==> src/rtl/cond_if.sv <==
// Port bundle between the ALU/control FSM and the CR16 condition-code unit.
interface cond_if #(
    parameter int P_WIDTH = 16
);
    logic               I_STATUS_WE;
    logic [4:0]         I_STATUS_MASK;
    logic [4:0]         I_STATUS;
    logic               I_EVAL_VALID;
    logic [3:0]         I_COND;
    logic               I_HOLD;
    logic [4:0]         O_FLAGS;
    logic               O_VALID;
    logic               O_TAKEN;
    logic [P_WIDTH-1:0] O_SCOND;

    modport master (
        output I_STATUS_WE, I_STATUS_MASK, I_STATUS, I_EVAL_VALID, I_COND, I_HOLD,
        input  O_FLAGS, O_VALID, O_TAKEN, O_SCOND
    );

    modport slave (
        input  I_STATUS_WE, I_STATUS_MASK, I_STATUS, I_EVAL_VALID, I_COND, I_HOLD,
        output O_FLAGS, O_VALID, O_TAKEN, O_SCOND
    );
endinterface

==> src/rtl/cond_unit.sv <==
// CR16 condition-code unit: masked flag register plus registered Bcond/Jcond/Scond evaluation.
// Optional macro COND_BYPASS_EN: a request in the same cycle as a flag write sees the written flags.
//
// state    | meaning
// S_IDLE   | no result presented, O_VALID=0
// S_RESULT | result of the last accepted request presented, O_VALID=1
module cond_unit #(
    parameter int P_WIDTH = 16
) (
    input  logic   I_CLK,
    input  logic   I_RESET,
    cond_if.slave  bus
);
    localparam int F_C = 0;
    localparam int F_L = 1;
    localparam int F_F = 2;
    localparam int F_Z = 3;
    localparam int F_N = 4;

    typedef enum logic {
        S_IDLE,
        S_RESULT
    } state_t;

    state_t     state_q, state_d;
    logic [4:0] flags_q, flags_d;
    logic       taken_q, taken_d;
    logic [4:0] eval_flags;

    function automatic logic cond_true(input logic [4:0] f, input logic [3:0] cond);
        logic r;
        r = 1'b0;
        case (cond)
            4'd0:  r = f[F_Z];
            4'd1:  r = !f[F_Z];
            4'd2:  r = f[F_C];
            4'd3:  r = !f[F_C];
            4'd4:  r = f[F_L];
            4'd5:  r = !f[F_L];
            4'd6:  r = f[F_N];
            4'd7:  r = !f[F_N];
            4'd8:  r = f[F_F];
            4'd9:  r = !f[F_F];
            4'd10: r = !f[F_L] && !f[F_Z];
            4'd11: r = f[F_L] || f[F_Z];
            4'd12: r = !f[F_N] && !f[F_Z];
            4'd13: r = f[F_N] || f[F_Z];
            4'd14: r = 1'b1;
            default: r = 1'b0;
        endcase
        return r;
    endfunction

    always_comb begin
        flags_d = flags_q;
        if (bus.I_STATUS_WE) begin
            flags_d = (flags_q & ~bus.I_STATUS_MASK) | (bus.I_STATUS & bus.I_STATUS_MASK);
        end
    end

`ifdef COND_BYPASS_EN
    assign eval_flags = flags_d;
`else
    assign eval_flags = flags_q;
`endif

    // Hold freezes the result path only; the flag register keeps tracking the ALU.
    always_comb begin
        state_d = state_q;
        taken_d = taken_q;
        if (!bus.I_HOLD) begin
            if (bus.I_EVAL_VALID) begin
                state_d = S_RESULT;
                taken_d = cond_true(eval_flags, bus.I_COND);
            end else begin
                state_d = S_IDLE;
                taken_d = 1'b0;
            end
        end
    end

    always_ff @(posedge I_CLK or posedge I_RESET) begin
        if (I_RESET) begin
            state_q <= S_IDLE;
            flags_q <= 5'b0;
            taken_q <= 1'b0;
        end else begin
            state_q <= state_d;
            flags_q <= flags_d;
            taken_q <= taken_d;
        end
    end

    assign bus.O_FLAGS = flags_q;
    assign bus.O_VALID = (state_q == S_RESULT);
    assign bus.O_TAKEN = taken_q;
    assign bus.O_SCOND = {{(P_WIDTH-1){1'b0}}, taken_q};
endmodule

==> src/flat_wrapper.sv <==
// flat-port wrapper written by rule: the top's interface ports become plain ports
module cond_unit_flat 
#(
    parameter int P_WIDTH = 16
)
  (I_CLK, I_RESET, bus_I_STATUS_WE, bus_I_STATUS_MASK, bus_I_STATUS, bus_I_EVAL_VALID, bus_I_COND, bus_I_HOLD, bus_O_FLAGS, bus_O_VALID, bus_O_TAKEN, bus_O_SCOND);
  cond_if #(.P_WIDTH(P_WIDTH)) bus_i ();
  input  logic I_CLK;
  input  logic I_RESET;
  input wire logic [$bits(bus_i.I_STATUS_WE)-1:0] bus_I_STATUS_WE;
  input wire logic [$bits(bus_i.I_STATUS_MASK)-1:0] bus_I_STATUS_MASK;
  input wire logic [$bits(bus_i.I_STATUS)-1:0] bus_I_STATUS;
  input wire logic [$bits(bus_i.I_EVAL_VALID)-1:0] bus_I_EVAL_VALID;
  input wire logic [$bits(bus_i.I_COND)-1:0] bus_I_COND;
  input wire logic [$bits(bus_i.I_HOLD)-1:0] bus_I_HOLD;
  output wire logic [$bits(bus_i.O_FLAGS)-1:0] bus_O_FLAGS;
  output wire logic [$bits(bus_i.O_VALID)-1:0] bus_O_VALID;
  output wire logic [$bits(bus_i.O_TAKEN)-1:0] bus_O_TAKEN;
  output wire logic [$bits(bus_i.O_SCOND)-1:0] bus_O_SCOND;
  assign bus_i.I_STATUS_WE = bus_I_STATUS_WE;
  assign bus_i.I_STATUS_MASK = bus_I_STATUS_MASK;
  assign bus_i.I_STATUS = bus_I_STATUS;
  assign bus_i.I_EVAL_VALID = bus_I_EVAL_VALID;
  assign bus_i.I_COND = bus_I_COND;
  assign bus_i.I_HOLD = bus_I_HOLD;
  assign bus_O_FLAGS = bus_i.O_FLAGS;
  assign bus_O_VALID = bus_i.O_VALID;
  assign bus_O_TAKEN = bus_i.O_TAKEN;
  assign bus_O_SCOND = bus_i.O_SCOND;
  cond_unit #(.P_WIDTH(P_WIDTH)) u_core (.I_CLK(I_CLK), .I_RESET(I_RESET), .bus(bus_i));
endmodule
==> config.mk <==
export PLATFORM = sky130hd
export DESIGN_NAME = cond_unit_flat
export DESIGN_NICKNAME = d
export VERILOG_FILES = /design/src/rtl/cond_if.sv /design/src/rtl/cond_unit.sv /design/src/flat_wrapper.sv
export SDC_FILE = /design/constraint.sdc
export NUM_CORES = 1
export LEC_CHECK = 0
export CAP_MARGIN = 10
export CORE_AREA = 5 5 48 50
export DETAILED_ROUTE_END_ITERATION = 12
export DIE_AREA = 0 0 53 55
export PLACE_DENSITY = 0.77
export SYNTH_ARGS = -nofsm -noshare
export SYNTH_HDL_FRONTEND = slang
export SYNTH_SLANG_ARGS = --single-unit
==> constraint.sdc <==
create_clock -name I_CLK -period 1.55 [get_ports I_CLK]
set_input_delay 0.155 -clock I_CLK [delete_from_list [all_inputs] [get_ports I_CLK]]
set_output_delay 0.155 -clock I_CLK [all_outputs]
set_load 0.02 [all_outputs]
==> impl_results.md <==
- Clk slew on worst S/H paths: 0.05 ns
- Most common cell in the netlist: buf_4
- Layout cells sized above 1: 17.5%
- Initial DRC count: 4
- Critical path arrival: 1.33 ns
- Via Count: 532
- Fin. max-slew vios: 0
- Final min period: 1.48 ns
- RSZ-0062 raised after global routing: false
- Pre-CTS setup slack: -0.213 ns
- Post-synthesis mux area share: 11.3%
- Cells after synthesis: 65
- Remaining global-route overflow: 0
- Flop and latch count out of synthesis: 7
- Delay-heaviest family, CP: buffers and inverters
- Initial Util: 32.2%
- Post-synth ARST share: 100%
- Most frequent cells after synthesis: buf_4 (16), dfrtp_1 (7), nand2_1 (7), mux2_2 (6), inv_1 (3)
- Cell variety after synth: 24
- Die area: 0.00292 mm^2
- Number of global-route vias before repair: 505
- DRT Wirelength: 1310 um
- Primary FF master, synth: dfrtp_1
- Final core utilization: 47.1%
- First-pass GRT wire length: 2000 um
- Initial antenna violation count: 0
- Period utilisation layout: 95.6%
- Largest stage delay on the critical path: 0.64 ns
- Crit-path max FO: 6
- Input/output buffers: 26
- PnR worst setup slack: 0.0689 ns
- Total CTS buffers: 3
- First-pass iteration count of the detailed router: 4
- Final GP Congestion: 0.682
- Area growth, synth to finish: 46.3%
- Die H: 55 um
- Hold-fix buffers at CTS: 0
- Post-CTS Setup Bufs: 0
- Crit path launch type: flip-flop
- Worst-path cell chain: clkdlybuf4s50_1
- CTS tree: built
- Max cap viols: 0
- Max Clk Rate: 0.675 GHz
- CTS root buffer: clkbuf_4
- Static Leak: 0.405 nW
- CP max-delay cell: clkdlybuf4s50_1
- DRT antenna net count: 0
- Post-synth EDFFs: 0
- IO Pins: 42
- Power Density: 774 mW/mm^2
- H-tree depth: 1
- Worst VDD drop: 0.000440 V
- Detailed-route vias per instance: 4.29
- CP Class: reg -> out
- Register area share after synthesis: 29.2%
- Hold Vio Cnt, Final: 0
- Synth Cell Area: 599 um^2
- Post-synth top area cell: dfrtp_1
- Min-delay worst type: in -> async
- Syn. warnings: 0
- Synth top area share: 29.2%
- Post-synthesis xor/xnor area fraction: 5.85%
- WP buf/inv: 1
- Clk buf depth: 2
- Complex-gate fraction of the synthesized area: 12.5%
- Status: finished clean
- Core Footprint: 0.00186 mm^2
- Fin nets: 117
- Finish-stage setup viols: 0
- Worst path required time: 1.39 ns
- Clock Skews: 0.00159 ns
- Antenna cells: 0
- Skew-Pair Late Insertion Delay: 0.25 ns
- Post-route DRC violation count: 0
- Largest net degree at the start of global routing: 8
- Die width: 53 um
- Top cells by area, synth: dfrtp_1 (29%), buf_4 (20%), mux2_2 (11%), nand2b_4 (4.6%), nand2_1 (4.4%)
- Routed WL per cell: 10.6 um
- Average cell area after synthesis: 9.22 um^2
- Crit. End Element: output pin
- GRT Overall Usage: 9.68%
- Simple-Gate Fraction of Synth Area: 14.8%
- Site Rows: 16
- CTS sink cnt: 7
- Main combinational cell family by area after synthesis: buffers and inverters
- DP HPWL: 1170 um
- Adder-cell share of the synthesized area: 0%
[cell type report]
type                            instances  area, um^2
Fill cell                             179         985
Multi-Input combinational cell         51         323
Timing Repair Buffer                   32         308
Sequential cell                         7         175
Tap cell                               27        33.8
Clock buffer                            4        26.3
Inverter                                3        11.3
[cell usage in the layout, fill, tap and decap left out, types with 2 or more instances in the layout]
| cell type | n |
|---|---|
| clkdlybuf4s50_1 | 25 |
| conb_1 | 15 |
| nand2_1 | 7 |
| dfrtp_1 | 7 |
| mux2_2 | 6 |
| buf_4 | 6 |
| inv_1 | 3 |
| clkbuf_4 | 3 |
| xnor2_1 | 2 |
| xor2_1 | 2 |
| nand3_1 | 2 |
| nand2b_4 | 2 |
| nor2_1 | 2 |
| o21ai_0 | 2 |
[through the flow]
step | TNS, ns | hold WS, ns | power [W] | cells | cell area (um^2)
2_1_floorplan | 0 | -0.0416 | 0.000421 | 79 | 652
3_3_place_gp | -0.169 | 0.404 | 0.000519 | 120 | 848
3_5_place_dp | -0.213 | 0.404 | 0.000521 | 120 | 848
4_1_cts | 0 | 0.132 | 0.000689 | 124 | 875
5_1_grt | 0 | 0.154 | 0.000717 | 124 | 877
6_report | 0 | 0.130 | 0.000679 | 124 | 877
[cell families after synthesis]
group                  Yosys count
multiplexers                     6
AO/OA/AOI/OAI                   10
flip-flops                       7
AND/OR/NAND/NOR                 16
other                            1
XOR/XNOR                         4
buffers and inverters           21
[per-layer routing]
metal | share of wire, % | up-vias | track usage, %
li1 | - | 256 | -
met1 | 33 | 237 | 9.25
met2 | 53 | 37 | 17.4
met3 | 12 | 2 | 3.75
met4 | 1.4 | 0 | 6.38
met5 | 0 | - | 0
[repair_timing]
action | in CTS | in global routing
hold endpoints to repair | 0 | 0
gates resized for setup | 0 | 1
setup endpoints to repair | 0 | 1
[worst paths after layout]
kind | slack (ns) | from | depth (start not counted) | to
min in group I_CLK | 0.51 | u_core.bus.O_VALID$_DFFE_PP0N_ | 1 | u_core.bus.O_VALID$_DFFE_PP0N_
worst min register to register | 0.51 | u_core.bus.O_VALID$_DFFE_PP0N_ | 1 | u_core.bus.O_VALID$_DFFE_PP0N_
max in group asynchronous | 1.21 | I_RESET | 2 | async pin
worst max register to register | 0.17 | flip-flop | 4 | u_core.bus.O_TAKEN$_DFFE_PP0N_
worst max-delay path | 0.07 | flip-flop | 1 | bus_O_FLAGS[3]
worst min-delay path | 0.13 | I_RESET | 2 | async pin
[power breakdown]
group          total [W]  internal (W)  switching (W)
sequential      0.000236      0.000208      0.0000277
combinational   0.000282      0.000149       0.000133
clock           0.000161     0.0000980      0.0000629
Note: power is estimated with default switching activity, not from simulation.
